===== config.mk =====
export PLATFORM = sky130hd
export DESIGN_NAME = y86_mem_arbiter
export DESIGN_NICKNAME = d
export VERILOG_FILES = /design/src/rtl/y86_mem_arbiter.sv
export SDC_FILE = /design/constraint.sdc
export NUM_CORES = 1
export LEC_CHECK = 0
export ABC_AREA = 1
export BUFFER_PORTS_ARGS = -buffer_cell sky130_fd_sc_hd__buf_2
export CAP_MARGIN = 20
export CELL_PAD_IN_SITES_DETAIL_PLACEMENT = 0
export CELL_PAD_IN_SITES_GLOBAL_PLACEMENT = 2
export CORE_ASPECT_RATIO = 0.8
export CORE_UTILIZATION = 27
export CTS_BUF_LIST = sky130_fd_sc_hd__clkbuf_2
export CTS_CLUSTER_DIAMETER = 30
export DETAILED_ROUTE_END_ITERATION = 10
export PLACE_DENSITY_LB_ADDON = 0.12
export SETUP_SLACK_MARGIN = 0.1
export SYNTH_ARGS = -nofsm -noshare
export SYNTH_HDL_FRONTEND = slang
export SYNTH_SLANG_ARGS = --single-unit
export TNS_END_PERCENT = 10

===== constraint.sdc =====
create_clock -name i_clk -period 2.15 [get_ports i_clk]
set_clock_uncertainty 0.05 [all_clocks]
set_input_delay 0.1075 -clock i_clk [delete_from_list [all_inputs] [get_ports i_clk]]
set_output_delay 0.1075 -clock i_clk [all_outputs]
set_load 0.02 [all_outputs]

===== src/rtl/y86_mem_arbiter.sv =====
// Shares one fixed-latency 64-bit data memory between the Y86 fetch and
// memory-stage requesters, with starvation guard and address range check.
module y86_mem_arbiter #(
    parameter int ADDR_W     = 10,
    parameter int LAT        = 1,
    parameter int STARVE_MAX = 4
) (
    input  logic              i_clk,
    input  logic              i_rst_n,
    input  logic              i_f_req,
    input  logic [63:0]       i_f_addr,
    output logic              o_f_gnt,
    output logic              o_f_valid,
    output logic [63:0]       o_f_rdata,
    output logic              o_f_err,
    input  logic              i_m_req,
    input  logic              i_m_we,
    input  logic [63:0]       i_m_addr,
    input  logic [63:0]       i_m_wdata,
    output logic              o_m_gnt,
    output logic              o_m_valid,
    output logic [63:0]       o_m_rdata,
    output logic              o_m_err,
    output logic              o_mem_en,
    output logic              o_mem_we,
    output logic [ADDR_W-1:0] o_mem_addr,
    output logic [63:0]       o_mem_wdata,
    input  logic [63:0]       i_mem_rdata
);

    typedef enum logic [1:0] {
        S_IDLE,
        S_ISSUE,
        S_WAIT,
        S_RESP
    } state_t;

    state_t r_state;
    state_t w_state_nxt;

    logic [3:0] r_cnt;
    logic [3:0] w_cnt_nxt;
    logic [3:0] r_starve;
    logic [3:0] w_starve_nxt;
    logic       r_side_m;
    logic       r_we;

    logic              w_accept;
    logic              w_win_f;
    logic [63:0]       w_sel_addr;
    logic [63:0]       w_sel_wdata;
    logic              w_sel_we;
    logic              w_sel_err;
    logic              w_resp;
    logic              w_resp_m;
    logic              w_resp_err;
    logic [63:0]       w_resp_data;

    logic              w_f_gnt_nxt;
    logic              w_m_gnt_nxt;
    logic              w_f_valid_nxt;
    logic              w_m_valid_nxt;
    logic [63:0]       w_f_rdata_nxt;
    logic [63:0]       w_m_rdata_nxt;
    logic              w_f_err_nxt;
    logic              w_m_err_nxt;
    logic              w_mem_en_nxt;
    logic              w_mem_we_nxt;
    logic [ADDR_W-1:0] w_mem_addr_nxt;
    logic [63:0]       w_mem_wdata_nxt;

    // F only beats M once M has won STARVE_MAX contested rounds
    assign w_accept    = (r_state == S_IDLE) && (i_f_req || i_m_req);
    assign w_win_f     = i_f_req &&
                         (!i_m_req || r_starve == 4'(STARVE_MAX));
    assign w_sel_addr  = w_win_f ? i_f_addr : i_m_addr;
    assign w_sel_wdata = w_win_f ? 64'h0 : i_m_wdata;
    assign w_sel_we    = !w_win_f && i_m_we;
    assign w_sel_err   = |w_sel_addr[63:ADDR_W];

    always_ff @(posedge i_clk or negedge i_rst_n) begin
        if (!i_rst_n) begin
            r_state  <= S_IDLE;
            r_cnt    <= '0;
            r_starve <= '0;
            r_side_m <= 1'b0;
            r_we     <= 1'b0;
        end else begin
            r_state  <= w_state_nxt;
            r_cnt    <= w_cnt_nxt;
            r_starve <= w_starve_nxt;
            if (w_accept) begin
                r_side_m <= !w_win_f;
                r_we     <= w_sel_we;
            end
        end
    end

    always_comb begin
        w_state_nxt  = r_state;
        w_cnt_nxt    = r_cnt;
        w_starve_nxt = r_starve;
        unique case (r_state)
            S_IDLE: begin
                if (w_accept) begin
                    w_state_nxt = w_sel_err ? S_RESP : S_ISSUE;
                    if (w_win_f) begin
                        w_starve_nxt = '0;
                    end else if (i_f_req && r_starve != 4'(STARVE_MAX)) begin
                        w_starve_nxt = r_starve + 4'd1;
                    end
                end
            end
            S_ISSUE: begin
                if (r_we) begin
                    w_state_nxt = S_RESP;
                end else begin
                    w_state_nxt = S_WAIT;
                    w_cnt_nxt   = 4'(LAT - 1);
                end
            end
            S_WAIT: begin
                if (r_cnt == 4'd0) begin
                    w_state_nxt = S_RESP;
                end else begin
                    w_cnt_nxt = r_cnt - 4'd1;
                end
            end
            S_RESP: begin
                w_state_nxt = S_IDLE;
            end
            default: begin
                w_state_nxt = S_IDLE;
            end
        endcase
    end

    // Read data is sampled on the WAIT->RESP edge; writes/errors return 0
    always_comb begin
        w_resp      = (w_state_nxt == S_RESP);
        w_resp_m    = (r_state == S_IDLE) ? !w_win_f : r_side_m;
        w_resp_err  = (r_state == S_IDLE) && w_sel_err;
        w_resp_data = (r_state == S_WAIT) ? i_mem_rdata : 64'h0;

        w_f_gnt_nxt   = w_accept && w_win_f;
        w_m_gnt_nxt   = w_accept && !w_win_f;
        w_f_valid_nxt = w_resp && !w_resp_m;
        w_m_valid_nxt = w_resp && w_resp_m;
        w_f_rdata_nxt = w_f_valid_nxt ? w_resp_data : o_f_rdata;
        w_m_rdata_nxt = w_m_valid_nxt ? w_resp_data : o_m_rdata;
        w_f_err_nxt   = w_f_valid_nxt ? w_resp_err : o_f_err;
        w_m_err_nxt   = w_m_valid_nxt ? w_resp_err : o_m_err;

        w_mem_en_nxt    = (w_state_nxt == S_ISSUE);
        w_mem_we_nxt    = w_mem_en_nxt && w_sel_we;
        w_mem_addr_nxt  = o_mem_addr;
        w_mem_wdata_nxt = o_mem_wdata;
        if (w_accept && !w_sel_err) begin
            w_mem_addr_nxt  = w_sel_addr[ADDR_W-1:0];
            w_mem_wdata_nxt = w_sel_wdata;
        end
    end

    always_ff @(posedge i_clk or negedge i_rst_n) begin
        if (!i_rst_n) begin
            o_f_gnt     <= 1'b0;
            o_m_gnt     <= 1'b0;
            o_f_valid   <= 1'b0;
            o_m_valid   <= 1'b0;
            o_f_rdata   <= '0;
            o_m_rdata   <= '0;
            o_f_err     <= 1'b0;
            o_m_err     <= 1'b0;
            o_mem_en    <= 1'b0;
            o_mem_we    <= 1'b0;
            o_mem_addr  <= '0;
            o_mem_wdata <= '0;
        end else begin
            o_f_gnt     <= w_f_gnt_nxt;
            o_m_gnt     <= w_m_gnt_nxt;
            o_f_valid   <= w_f_valid_nxt;
            o_m_valid   <= w_m_valid_nxt;
            o_f_rdata   <= w_f_rdata_nxt;
            o_m_rdata   <= w_m_rdata_nxt;
            o_f_err     <= w_f_err_nxt;
            o_m_err     <= w_m_err_nxt;
            o_mem_en    <= w_mem_en_nxt;
            o_mem_we    <= w_mem_we_nxt;
            o_mem_addr  <= w_mem_addr_nxt;
            o_mem_wdata <= w_mem_wdata_nxt;
        end
    end

endmodule


==> impl_metrics.tcl, run 1 <==
set metrics [dict create \
    ys_top_cells_by_area "dfrtp_1, nand2_1, nand4_1" \
    clkLatencyLatePin_ps 850 \
    hold_violations 0 \
    syn-num-nets 1376 \
    synth_top_cell_by_area "dfrtp_1" \
    synth_ff_type "dfrtp_1" \
    gp_congestion 0.767 \
    fin_setup_tns_ps -20.6 \
    rows 62 \
    synth.most_common_cell "nand2_1" \
    drv_cap 0 \
    gr-usage-all-layers_pct 22.8 \
    clock_path_buffers 3 \
    drive_above_1_share_pct 35.1 \
    synth_top_area_share_pct 55.8 \
    outcome "complete, but fails checks" \
    avgSynthCellArea_um2 8.98 \
    max_freq_mhz 463 \
    vdd_ir_drop_max_mv 0.844 \
    yosysUniqueCellTypes 29 \
    worst_slack_ps -11.9 \
    cts_buffers 70 \
    end_kind "register" \
    crit_path_start_kind "primary input" \
    grt_pass1_vias 12400 \
    critical_path_peak_fanout 17 \
    synthesis.area_um2 9950 \
    cts_root_buf "clkbuf_2" \
    power_density_nw_per_um2 1230 \
    dp_hpwl_um 26900 \
    crit_type "primary input to register" \
    fin_util_pct 51.6 \
    route.detailed.drc 0 \
    hold_path_class "primary input to register" \
    pre_cts_ws_ps 16.4 \
    antenna_found_initial 1 \
    nets 2318 \
    io_buffers 470 \
    drt_wl_total_um 44800 \
    dr.pass1.iters 5 \
    yosys_warnings 0 \
    die_h_um 174 \
    period_needed_ps 2160 \
    violations "negative setup slack" \
    die-area_um2 37600 \
    grt_max_degree 69 \
    max_slew_margin_pct 69.6 \
    postSynthCellCount 1108 \
    n_fill_cell 3484 \
    clkSinkCount 222 \
    via_count 11800 \
    tightestPinTransition_ps 456 \
    synth-edff-count 0 \
    ant_nets 0 \
    grt_pass1_wl_um 67700 \
    io_pins 471 \
    clk_pin_slew_ps 100 \
    routedWlPerCell_um 17.4 \
    drt-vias-per-instance 4.59 \
    rsz0062_at_grt "yes" \
    worstPathRequired_ps 2830 \
    htreeDepth 3 \
    synth.yosys.seq_area_share_pct 55.8 \
    initial_utilization_pct 27.6 \
    slew_violations 0 \
    tritoncts "done" \
    die_x_um 217 \
    period_share_pct 101 \
    leakage_nw 10.4 \
    coreArea_um2 36100 \
    drt_iter0_drc 620 \
    syn_to_final_growth_pct 86.9 \
    crit_arrival_ps 2840 \
    grt_overflow 0 \
    setup_viol 3 \
    ys_async_sr_fraction_pct 100 \
    synth-seq-cells 222 \
    synth_common_cells "nand2_1, dfrtp_1, nand4_1, inv_1, nor2_1" \
]
==> sequential cells by signal, indices dropped and copies added (netlist names), 2 cells and up <==
signal	flops
r_starve	4
o_mem_wdata	64
r_cnt	4
r_state	2
o_f_rdata	64
o_m_rdata	64
o_mem_addr	10
==> worst max-delay path: stages <==
cell           delay [ps]
dlygate4sd3_1         540
buf_2                 140
nor2_1                130
dlygate4sd3_1         570
nand2_1                60
nor2_1                130
nand2_1                80
nor2_2                100
nand3_1               120
nand2_2               110
nand2_2                80
nand2_4                90
nand2_8               100
buf_12                180
clkbuf_16             180
nand4_1                80
nand2_1                50
==> layer usage <==
metal	wire [µm]	track usage [%]	part of all wire, %	vias to the layer above
li1	-	-	-	5653
met1	19000	28.5	42	5688
met2	21300	37.2	48	400
met3	3320	6.74	7.4	89
met4	1130	8.66	2.5	0
met5	0	0	0	-
==> cells by family (layout without fill, tap and decap cells) <==
family          after synthesis  after routing  synth area share, %
compound gates               89             89                 8.06
xor+xnor                      1              1               0.0880
fa+ha+maj                     7              7                0.880
buf+inv                     174           1160                 7.99
flops                       222            222                 55.8
other cells                   0              2                    0
simple gates                615            615                 27.2
==> worst paths after layout <==
path / from / endpoint / slack (ps) / cells after the start
setup / recovery: i_m_addr[23] / o_f_rdata[55]$_DFFE_PN0P_ / -10 / 17
hold / removal: i_mem_rdata[13] / o_f_rdata[13]$_DFFE_PN0P_ / 130 / 6
setup reg to reg: r_starve[1]$_DFFE_PN0P_ / o_f_rdata[0]$_DFFE_PN0P_ / 30 / 17
hold reg to reg: o_m_rdata[52]$_DFFE_PN0P_ / o_m_rdata[52]$_DFFE_PN0P_ / 410 / 2
max in group asynchronous: i_rst_n / o_m_rdata[51]$_DFFE_PN0P_ / 1260 / 4
min in group asynchronous: i_rst_n / o_m_rdata[19]$_DFFE_PN0P_ / 400 / 4
==> through the flow <==
step                instances  instance area, µm²  total power, W  hold slack [ps]
floorplan                1108                9950          0.0124             -238
global placement         2030               13200          0.0172             67.7
finish                   2576               18600          0.0228              135
CTS                      2556               17900          0.0212             8.40
detailed placement       2030               13200          0.0172             63.4
global route             2576               18600          0.0245             71.2
==> power by group <==
part	internal [W]	switching, W	total, W
sequential	0.00542	0.000777	0.00620
clock	0.00126	0.00196	0.00322
combinational	0.00525	0.00814	0.0134
==> final cells by class <==
type | instances | area, µm² | share of cell area, %
Clock buffer | 89 | 445 | 2.39
Tap cell | 480 | 601 | 3.23
Antenna cell | 2 | 5.00 | 0.0269
Timing Repair Buffer | 959 | 7640 | 41.1
Clock inverter | 27 | 139 | 0.747
Inverter | 85 | 319 | 1.72
Multi-Input combinational cell | 712 | 3890 | 20.9
Sequential cell | 222 | 5560 | 29.9
==> layout by cell type (no fill, tap or decap), types with 2 or more instances in the layout <==
| master | synthesis | final |
|---|---|---|
| buf_4 | 0 | 37 |
| clkbuf_16 | 0 | 12 |
| ha_4 | 0 | 2 |
| diode_2 | 0 | 2 |
| buf_12 | 0 | 25 |
| dlygate4sd3_1 | 0 | 407 |
| nor2_2 | 0 | 3 |
| clkinvlp_4 | 0 | 2 |
| nand4_1 | 138 | 138 |
| buf_2 | 48 | 469 |
| o21ai_0 | 7 | 7 |
| nand2_1 | 375 | 317 |
| ha_1 | 7 | 4 |
| inv_1 | 83 | 78 |
| dfrtp_1 | 222 | 222 |
| clkinv_1 | 0 | 17 |
| nand3_4 | 0 | 2 |
| buf_8 | 0 | 3 |
| inv_2 | 2 | 11 |
| or2_1 | 2 | 2 |
| buf_16 | 0 | 2 |
| nor3_1 | 3 | 3 |
| nand3_1 | 6 | 5 |
| clkinv_2 | 0 | 3 |
| a32o_1 | 64 | 61 |
| nand2_2 | 2 | 49 |
| clkbuf_2 | 0 | 89 |
| o21ai_1 | 3 | 3 |
| a31oi_1 | 10 | 10 |
| a32o_2 | 0 | 3 |
| buf_6 | 11 | 4 |
| nor2_1 | 83 | 79 |
| nand2_4 | 1 | 11 |
==> timing repair <==
item	4_1_cts	5_1_grt
gates cloned	0	12
resized for setup	0	99
buffers inserted	2	6
hold buffers	408	0
setup endpoints to repair	88	208
hold endpoints to repair	439	0
pin swaps	1	84
Note: power is estimated with default switching activity, not from simulation.
==> run 2, diff against run 1 <==
--- a/config.mk
+++ b/config.mk
@@ -15,7 +15,7 @@
 export CTS_BUF_LIST = sky130_fd_sc_hd__clkbuf_2
 export CTS_CLUSTER_DIAMETER = 30
 export DETAILED_ROUTE_END_ITERATION = 10
-export PLACE_DENSITY_LB_ADDON = 0.12
+export PLACE_DENSITY = 0.83
 export SETUP_SLACK_MARGIN = 0.1
 export SYNTH_ARGS = -nofsm -noshare
 export SYNTH_HDL_FRONTEND = slang
==> impl_metrics.tcl, run 2 (synthesized netlist as in run 1, its figures left out) <==
set metrics [dict create \
    via_count 11900 \
    seqPwrFrac_pct 27.1 \
    clk_pin_slew_ps 110 \
    drv_cap 0 \
    clock_path_buffers 3 \
    clock_power_share_pct 14.2 \
    period_share_pct 103 \
    slowest_stage "dlygate4sd3_1" \
    hold_violations 0 \
    violations "negative setup slack" \
    reg_top3 "o_f_rdata (64), o_m_rdata (64), o_mem_wdata (64)" \
    r2r_end "o_m_rdata[33]$_DFFE_PN0P_" \
    worstPathRequired_ps 2800 \
    rows 62 \
    nets 2276 \
    cp-endpoint "o_m_rdata[33]$_DFFE_PN0P_" \
    r2r-start "r_starve[0]$_DFFE_PN0P_" \
    routedWlPerCell_um 17.8 \
    cts_root_buf "clkbuf_2" \
    critical_path_peak_fanout 8 \
    end_kind "register" \
    leakage_nw 10.1 \
    r2r_cells 16 \
    tritoncts "done" \
    initial_utilization_pct 27.6 \
    period_needed_ps 2220 \
    htreeDepth 3 \
    max_freq_mhz 451 \
    io_buffers 470 \
    die_h_um 174 \
    drt-vias-per-instance 4.72 \
    placed_cell_area_um2 13100 \
    min-delay-start "i_mem_rdata[47]" \
    antenna_found_initial 2 \
    n_fill_cell 3347 \
    layout_common_cells "buf_2, dlygate4sd3_1, nand2_1, dfrtp_1, nand4_1" \
    route.detailed.drc 0 \
    syn_to_final_growth_pct 81.8 \
    outcome "complete, but fails checks" \
    grt_max_degree 85 \
    drive_above_1_share_pct 34.0 \
    crit_path_start_kind "primary input" \
    grt_overflow 0 \
    clkLatencyLatePin_ps 850 \
    path_common_cell "nand2_1" \
    worstPathCellList "dlygate4sd3_1 -> buf_2 -> nor2_1 -> dlygate4sd3_1 -> nand2_1 -> nor2_1 -> nand2_1 -> nor2_2 -> nand3_1 -> nand2_2 -> nand2_2 -> nand2_4 -> nand2_8 -> buf_12 -> buf_8 -> clkbuf_16 -> nand4_1 -> nand2_1" \
    power.share.switching_pct 47.9 \
    crit_type "primary input to register" \
    max_slew_margin_pct 64.5 \
    coreArea_um2 36100 \
    slowest_delay_ps 620 \
    drt_wl_total_um 45000 \
    worstSetupStartpoint "i_m_addr[35]" \
    ant_nets 0 \
    dp_hpwl_um 26500 \
    slew_violations 0 \
    die-area_um2 37600 \
    vdd_ir_drop_max_mv 0.854 \
    rrSetupSlack_ps 30 \
    cts_buffers 67 \
    p_sw_w 0.0109 \
    final_common_cell "buf_2" \
    power_density_nw_per_um2 1260 \
    power_w 0.0228 \
    crit_arrival_ps 2870 \
    drt_iter0_drc 870 \
    rsz0062_at_grt "yes" \
    clkSinkCount 222 \
    die_x_um 217 \
    power_frac_comb_pct 58.8 \
    setup_viol 42 \
    dr.pass1.iters 5 \
    gr-usage-all-layers_pct 22.6 \
    gp_congestion 0.829 \
    worst_slack_ps -66.3 \
    io_pins 471 \
    grt_pass1_wl_um 66800 \
    internal_power_w 0.0119 \
    fin_area_um2 18100 \
    hold_path_class "primary input to register" \
    grt_pass1_vias 12200 \
    tightestPinTransition_ps 532 \
]
-- run 2: cell count changes in the layout (fill, tap and decap cells not counted), moves of 2 or more --
cell	before	now
buf_12	25	21
buf_4	37	33
buf_6	4	2
buf_8	3	5
clkbuf_16	12	9
clkbuf_2	89	86
clkinv_1	17	13
clkinvlp_4	2	0
dlygate4sd3_1	407	377
inv_1	78	76
nand2_1	317	344
nand2_2	49	25
nand2_4	11	8
-- run 2: what timing repair did --
action                                  CTS  global route
resized for setup                         3            69
cloned                                    1            12
endpoints found under the setup margin  137           208
pin swaps                                 0            60
setup buffers                             3             7
hold buffers                            378             0
endpoints found under the hold margin   437             0
-- run 2: worst min-delay path by stage --
stage                     depth (start not counted)  slack, ps                   endpoint
final                                             6        110  o_f_rdata[47]$_DFFE_PN0P_
after global routing                              6         20  o_f_rdata[44]$_DFFE_PN0P_
after CTS                                         6          3  o_m_rdata[26]$_DFFE_PN0P_
after detailed placement                          1         20  o_m_rdata[38]$_DFFE_PN0P_
after global placement                            1         20  o_m_rdata[38]$_DFFE_PN0P_
after floorplan                                   0       -240        o_f_err$_DFFE_PN0P_
-- run 2: power by group through the flow --
stage | combinational [W] | sequential, W | clock (W)
after detailed placement | 0.0106 | 0.00615 | 0
after floorplan | 0.00495 | 0.00747 | 0
after CTS | 0.0114 | 0.00611 | 0.00338
final | 0.0134 | 0.00618 | 0.00323
after global routing | 0.0144 | 0.00633 | 0.00359
after global placement | 0.0105 | 0.00615 | 0
-- run 2: per-layer routing --
| metal | up-vias | global-route usage [%] | share of wire [%] |
|---|---|---|---|
| met5 | - | 0 | 0 |
| met1 | 5770 | 28.2 | 42 |
| met3 | 108 | 6.61 | 7.4 |
| li1 | 5583 | - | - |
| met2 | 464 | 36.1 | 47 |
| met4 | 0 | 9.71 | 3.4 |
-- run 2: per-stage QoR --
step / setup TNS, ps / setup slack [ps] / cells / utilization [%] / hold WS (ps)
3_3_place_gp: 0 / 68.0 / 2018 / 36.3 / 19.4
5_1_grt: -3880 / -123 / 2529 / 50.2 / 23.7
6_report: -1040 / -66.3 / 2529 / 50.2 / 107
2_1_floorplan: 0 / 225 / 1108 / - / -238
4_1_cts: 0 / 24.4 / 2508 / 48.6 / 2.73
3_5_place_dp: 0 / 26.2 / 2018 / 36.3 / 19.4
-- run 2: final cells by class --
class | instances | area, µm² | area share (%)
Multi-Input combinational cell | 712 | 3820 | 21.1
Timing Repair Buffer | 920 | 7230 | 39.9
Antenna cell | 2 | 5.00 | 0.0277
Clock inverter | 22 | 140 | 0.774
Inverter | 85 | 319 | 1.76
Tap cell | 480 | 601 | 3.32
Sequential cell | 222 | 5560 | 30.7
Clock buffer | 86 | 430 | 2.38
-- run 2: critical path, delay by kind of cell --
| family | cells | cell delay [ps] |
|---|---|---|
| AND/OR/NAND/NOR | 12 | 1040 |
| buffers and inverters | 6 | 1710 |
